[src/rtl/vram_fill_arbiter.sv]
// vram_fill_arbiter: write-port controller for the 32x32 x 3-bit video memory.
// Shares the single write port between CPU single-cycle writes (strict
// priority) and a row-major rectangle-fill engine that writes one cell per
// free cycle. All outputs are registered.
//
// Ports:
//   Clock, Reset            rising-edge clock, async active-low reset
//   iCpuWrite/Addr/Color    CPU write request, address {y,x}, colour
//   iFillStart/Abort        start a fill / cancel the fill in progress
//   iFillX0/Y0/X1/Y1        inclusive rectangle corners
//   iFillColor              fill colour
//   oFillBusy               fill engine active
//   oFillDone               one-cycle pulse with the last fill write
//   oFillErr                one-cycle pulse on a rejected start
//   oVramWrite/Addr/Data    video memory write port
//
// Build option: FILL_SWAP_EN -- when defined, reversed corners are swapped
// per axis at latch time instead of being rejected; oFillErr stays 0.
module vram_fill_arbiter #(
    parameter int unsigned COLOR_W = 3,
    parameter int unsigned COORD_W = 5,
    parameter int unsigned ADDR_W  = 10
) (
    input  logic               Clock,
    input  logic               Reset,
    input  logic               iCpuWrite,
    input  logic [ADDR_W-1:0]  iCpuAddr,
    input  logic [COLOR_W-1:0] iCpuColor,
    input  logic               iFillStart,
    input  logic               iFillAbort,
    input  logic [COORD_W-1:0] iFillX0,
    input  logic [COORD_W-1:0] iFillY0,
    input  logic [COORD_W-1:0] iFillX1,
    input  logic [COORD_W-1:0] iFillY1,
    input  logic [COLOR_W-1:0] iFillColor,
    output logic               oFillBusy,
    output logic               oFillDone,
    output logic               oFillErr,
    output logic               oVramWrite,
    output logic [ADDR_W-1:0]  oVramAddr,
    output logic [COLOR_W-1:0] oVramData
);

    typedef enum logic {
        ST_IDLE = 1'b0,
        ST_FILL = 1'b1
    } state_e;

    state_e state_q, state_d;

    logic [COORD_W-1:0] x0_q, x0_d, x1_q, x1_d;
    logic [COORD_W-1:0] y0_q, y0_d, y1_q, y1_d;
    logic [COORD_W-1:0] x_q, x_d, y_q, y_d;
    logic [COLOR_W-1:0] color_q, color_d;

    logic               vram_write_q, vram_write_d;
    logic [ADDR_W-1:0]  vram_addr_q, vram_addr_d;
    logic [COLOR_W-1:0] vram_data_q, vram_data_d;
    logic               fill_busy_q, fill_busy_d;
    logic               fill_done_q, fill_done_d;
    logic               fill_err_q, fill_err_d;

    logic               rev_x, rev_y, start_bad;
    logic [COORD_W-1:0] sx0, sx1, sy0, sy1;

    // Corner normalisation / validation of the incoming start request
    always_comb begin
        rev_x = (iFillX1 < iFillX0);
        rev_y = (iFillY1 < iFillY0);
`ifdef FILL_SWAP_EN
        sx0       = rev_x ? iFillX1 : iFillX0;
        sx1       = rev_x ? iFillX0 : iFillX1;
        sy0       = rev_y ? iFillY1 : iFillY0;
        sy1       = rev_y ? iFillY0 : iFillY1;
        start_bad = 1'b0;
`else
        sx0       = iFillX0;
        sx1       = iFillX1;
        sy0       = iFillY0;
        sy1       = iFillY1;
        start_bad = rev_x | rev_y;
`endif
    end

    // Next-state, arbitration and fill pointer update
    always_comb begin
        state_d      = state_q;
        x0_d         = x0_q;
        x1_d         = x1_q;
        y0_d         = y0_q;
        y1_d         = y1_q;
        x_d          = x_q;
        y_d          = y_q;
        color_d      = color_q;
        vram_write_d = 1'b0;
        vram_addr_d  = '0;
        vram_data_d  = '0;
        fill_busy_d  = fill_busy_q;
        fill_done_d  = 1'b0;
        fill_err_d   = 1'b0;

        // CPU always wins the port
        if (iCpuWrite) begin
            vram_write_d = 1'b1;
            vram_addr_d  = iCpuAddr;
            vram_data_d  = iCpuColor;
        end

        case (state_q)
            ST_IDLE: begin
                // A simultaneous abort cancels the start outright
                if (iFillStart && !iFillAbort) begin
                    if (start_bad) begin
                        fill_err_d = 1'b1;
                    end else begin
                        x0_d        = sx0;
                        x1_d        = sx1;
                        y0_d        = sy0;
                        y1_d        = sy1;
                        x_d         = sx0;
                        y_d         = sy0;
                        color_d     = iFillColor;
                        fill_busy_d = 1'b1;
                        state_d     = ST_FILL;
                    end
                end
            end
            ST_FILL: begin
                if (iFillAbort) begin
                    fill_busy_d = 1'b0;
                    state_d     = ST_IDLE;
                end else if (!iCpuWrite) begin
                    vram_write_d = 1'b1;
                    vram_addr_d  = ADDR_W'({y_q, x_q});
                    vram_data_d  = color_q;
                    // Row-major advance; pointer never passes X1/Y1
                    if (x_q == x1_q) begin
                        x_d = x0_q;
                        if (y_q == y1_q) begin
                            fill_busy_d = 1'b0;
                            fill_done_d = 1'b1;
                            state_d     = ST_IDLE;
                        end else begin
                            y_d = y_q + COORD_W'(1);
                        end
                    end else begin
                        x_d = x_q + COORD_W'(1);
                    end
                end
            end
            default: begin
                state_d = ST_IDLE;
            end
        endcase
    end

    // State and output registers
    always_ff @(posedge Clock or negedge Reset) begin
        if (!Reset) begin
            state_q      <= ST_IDLE;
            x0_q         <= '0;
            x1_q         <= '0;
            y0_q         <= '0;
            y1_q         <= '0;
            x_q          <= '0;
            y_q          <= '0;
            color_q      <= '0;
            vram_write_q <= 1'b0;
            vram_addr_q  <= '0;
            vram_data_q  <= '0;
            fill_busy_q  <= 1'b0;
            fill_done_q  <= 1'b0;
            fill_err_q   <= 1'b0;
        end else begin
            state_q      <= state_d;
            x0_q         <= x0_d;
            x1_q         <= x1_d;
            y0_q         <= y0_d;
            y1_q         <= y1_d;
            x_q          <= x_d;
            y_q          <= y_d;
            color_q      <= color_d;
            vram_write_q <= vram_write_d;
            vram_addr_q  <= vram_addr_d;
            vram_data_q  <= vram_data_d;
            fill_busy_q  <= fill_busy_d;
            fill_done_q  <= fill_done_d;
            fill_err_q   <= fill_err_d;
        end
    end

    assign oVramWrite = vram_write_q;
    assign oVramAddr  = vram_addr_q;
    assign oVramData  = vram_data_q;
    assign oFillBusy  = fill_busy_q;
    assign oFillDone  = fill_done_q;
    assign oFillErr   = fill_err_q;

endmodule

[config.mk]
export PLATFORM = sky130hd
export DESIGN_NAME = vram_fill_arbiter
export DESIGN_NICKNAME = d
export VERILOG_FILES = /design/src/rtl/vram_fill_arbiter.sv
export SDC_FILE = /design/constraint.sdc
export NUM_CORES = 1
export LEC_CHECK = 0
export BUFFER_PORTS_ARGS = -buffer_cell sky130_fd_sc_hd__clkbuf_2
export CAP_MARGIN = 40
export CORE_ASPECT_RATIO = 0.6
export CORE_MARGIN = 2
export CORE_UTILIZATION = 48
export CTS_CLUSTER_SIZE = 30
export DETAILED_ROUTE_END_ITERATION = 10
export PLACE_DENSITY = 0.78
export SLEW_MARGIN = 20
export SYNTH_ARGS = -nofsm -noshare
export SYNTH_HDL_FRONTEND = slang
export SYNTH_SLANG_ARGS = --single-unit
[constraint.sdc]
create_clock -name Clock -period 1.7 [get_ports Clock]
set_input_delay 0.255 -clock Clock [delete_from_list [all_inputs] [get_ports Clock]]
set_output_delay 0.255 -clock Clock [all_outputs]
set_load 0.1 [all_outputs]
==> impl_metrics.ini <==
[clocking]
cts_inserted_buffers = 5
clkSinkCount = 46
cts_buffer_depth = 2
clk_latency_ns = 0.30
cts_tree = yes
cts_root_buf = clkbuf_8
clk_pin_slew_ns = 0.08
cts-htree-levels = 2

[yosys]
synth_warnings = 0
netlist_top_cells_count = dfrtp_1, nand2_1, mux2_4, a22o_1, inv_1
postSynthAreaPerCell_um2 = 11.7
synth_top_area_share_pct = 48.6
synth_edf_count = 0
synth.area.top_cells = dfrtp_1, mux2_4, ha_1
synthArstFlopShare_pct = 100
syn_area_um2 = 2370
synth_flop_cell = dfrtp_1
seq_area_frac_synth_pct = 48.6
synth.most_common_cell = dfrtp_1
ys_seq_elements = 46
syn_inst = 203
synth_top_area_cell = dfrtp_1
synth_cell_type_count = 41
syn_nets = 254

[drt]
first_pass_iters = 4
drt_iter0_drc = 81
num_vias = 1955
post-route-drc-count = 0
wl_per_cell_um = 16.0
wirelength_um = 5960
postRouteAntennaNets = 0
vias_per_cell = 5.26

[critical_path]
rr_worst_depth = 5
critPathMaxStageDelay_ns = 0.47
r2r_slack_ns = 0.04
start_kind = input port
cpMaxStageDelayCell = or3_4
endpoint_kind = register
required_ns = 1.88
crit_chain = clkbuf_16, inv_8, ha_4, nand2_2, o21ai_2, a31oi_2, or3_4, buf_12, mux2_4
path_max_fanout = 10
arrival_ns = 1.90
critPathKind = in -> reg

[timing]
max-slew-margin-rel_pct = 61.2
rsz0062_at_grt = true
finalSetupViolations = 10
fin_crit_sh_pct = 101
period_minus_slack_ns = 1.72
maxSlewViolCount = 0
tightest_slew_ns = 0.582
fin_ws_ns = -0.0173
fin_tns_setup_ns = -0.0554
skew_ns = 0.0104
hold_violations = 0
fin_hold_ws_ns = 0.164
max_freq_ghz = 0.582

[pwr]
leakage_nw = 1.72
cellPowerDensity_nw_per_um2 = 1240
vdd_ir_drop_max_mv = 0.630

[final_layout]
fill_cells = 355
multiInputGateArea_um2 = 1230
area_growth_pct = 41.2
drive_gt1_share_pct = 50.8
num-nets-final = 361
seqCellArea_um2 = 1150
insertedDiodeCount = 0

[floorplan]
initial_utilization_pct = 50.9
top_level_ports = 58
coreArea_um2 = 4660
row_count = 19
die-area_um2 = 5530
fp.dieH_um = 58.4
die_x_um = 94.7

[run]
max-cap-violations = 0

[global_route]
grt_overflow = 0
grt_pass1_wl_um = 8770
grt_antenna_before_repair = 0
grt_max_degree = 26
grt_pass1_vias = 1812
globalRouteTotalUtil_pct = 21.5

[placement]
dp_hpwl_um = 4380
numPortBuffers = 57
gp_congestion = 0.806

[run_status]
status = finished, violations left
violations = setup timing

[min_path]
hold_depth = 3
hold_path_class = in -> reg
-- where the power goes --
group	internal (mW)	switching, mW	total [mW]
registers	1.40	0.226	1.63
clock network	0.314	0.340	0.653
logic	0.937	0.948	1.88
-- through the flow --
step	instance area (µm²)	cells	power [mW]	util, %	setup WS, ns
global placement	3060	359	3.28	65.6	-0.296
CTS	3240	367	4.05	69.6	0.000769
detailed placement	3060	359	3.35	65.6	-0.412
finish	3350	372	4.16	71.8	-0.0173
global route	3350	372	4.40	71.8	-0.0687
floorplan	2410	203	2.71	-	-0.0540
-- critical path, delay by kind of cell --
kind / cells / cell delay, ns
AO/OA/AOI/OAI: 2 / 0.26
adder cells (fa/ha/maj): 1 / 0.25
buffers and inverters: 3 / 0.32
multiplexers: 1 / 0.31
AND/OR/NAND/NOR: 2 / 0.51
-- cell usage in the layout (no fill, tap or decap), types with 3 or more instances in the layout --
cell      count
inv_1         9
mux2_4       19
dfrtp_1      46
o21ai_1       5
clkbuf_8      7
ha_4          5
a21oi_1       3
ha_1          5
xor2_1        9
nand2_2       3
xnor2_1       4
nand2_1      16
nor2_1        5
mux2i_1       4
o221ai_1      4
buf_4        46
nand3_1       8
o21ai_0       4
clkbuf_2     55
a22o_1       12
-- cell type report --
| class | count | share of cell area [%] |
|---|---|---|
| Clock buffer | 6 | 2.47 |
| Inverter | 12 | 1.72 |
| Multi-Input combinational cell | 136 | 36.9 |
| Sequential cell | 46 | 34.4 |
| Tap cell | 63 | 2.36 |
| Timing Repair Buffer | 109 | 22.2 |
-- registers in the layout, indices dropped and copies added, names as in the netlist --
name / cells
oFillBusy: 1
oVramData: 3
color_q: 3
oFillErr: 1
x0_q: 5
x_q: 5
state_q: 1
y1_q: 5
oFillDone: 1
oVramAddr: 10
y_q: 5
oVramWrite: 1
x1_q: 5
-- cells by family after synthesis --
| kind of cell | after synthesis | share of synthesized area [%] |
|---|---|---|
| compound gates | 40 | 12.4 |
| xor+xnor | 13 | 4.80 |
| fa+ha+maj | 10 | 5.28 |
| buf+inv | 21 | 4.38 |
| flops | 46 | 48.6 |
| mux | 24 | 13.7 |
| simple gates | 49 | 10.9 |
-- repair_timing --
| action | CTS | global route |
|---|---|---|
| setup endpoints to repair | 23 | 23 |
| hold endpoints to repair | 23 | 0 |
| resized for setup | 17 | 11 |
| setup buffers | 1 | 5 |
| pin swaps | 4 | 13 |
| hold buffers | 1 | 0 |
-- routing by layer --
layer | global-route usage, % | up-vias | wire length, µm
li1 | - | 933 | -
met1 | 32.7 | 939 | 3000
met2 | 31.0 | 77 | 2480
met3 | 4.74 | 6 | 438
met4 | 6.21 | 0 | 44
met5 | 0 | - | 0
-- path summary, 6_finish.rpt --
check / startpoint / endpoint
max in group asynchronous: Reset / color_q[2]$_DFFE_PN0P_
worst min register to register: x0_q[2]$_DFFE_PN0P_ / x0_q[2]$_DFFE_PN0P_
worst max register to register: state_q$_DFF_PN0_ / y1_q[0]$_DFFE_PN0P_
min in group asynchronous: Reset / x_q[1]$_DFFE_PN0P_
worst max-delay path: iFillY0[2] / y1_q[0]$_DFFE_PN0P_
worst min-delay path: iCpuAddr[7] / oVramAddr[7]$_DFF_PN0_
Note: power is estimated with default switching activity, not from simulation.
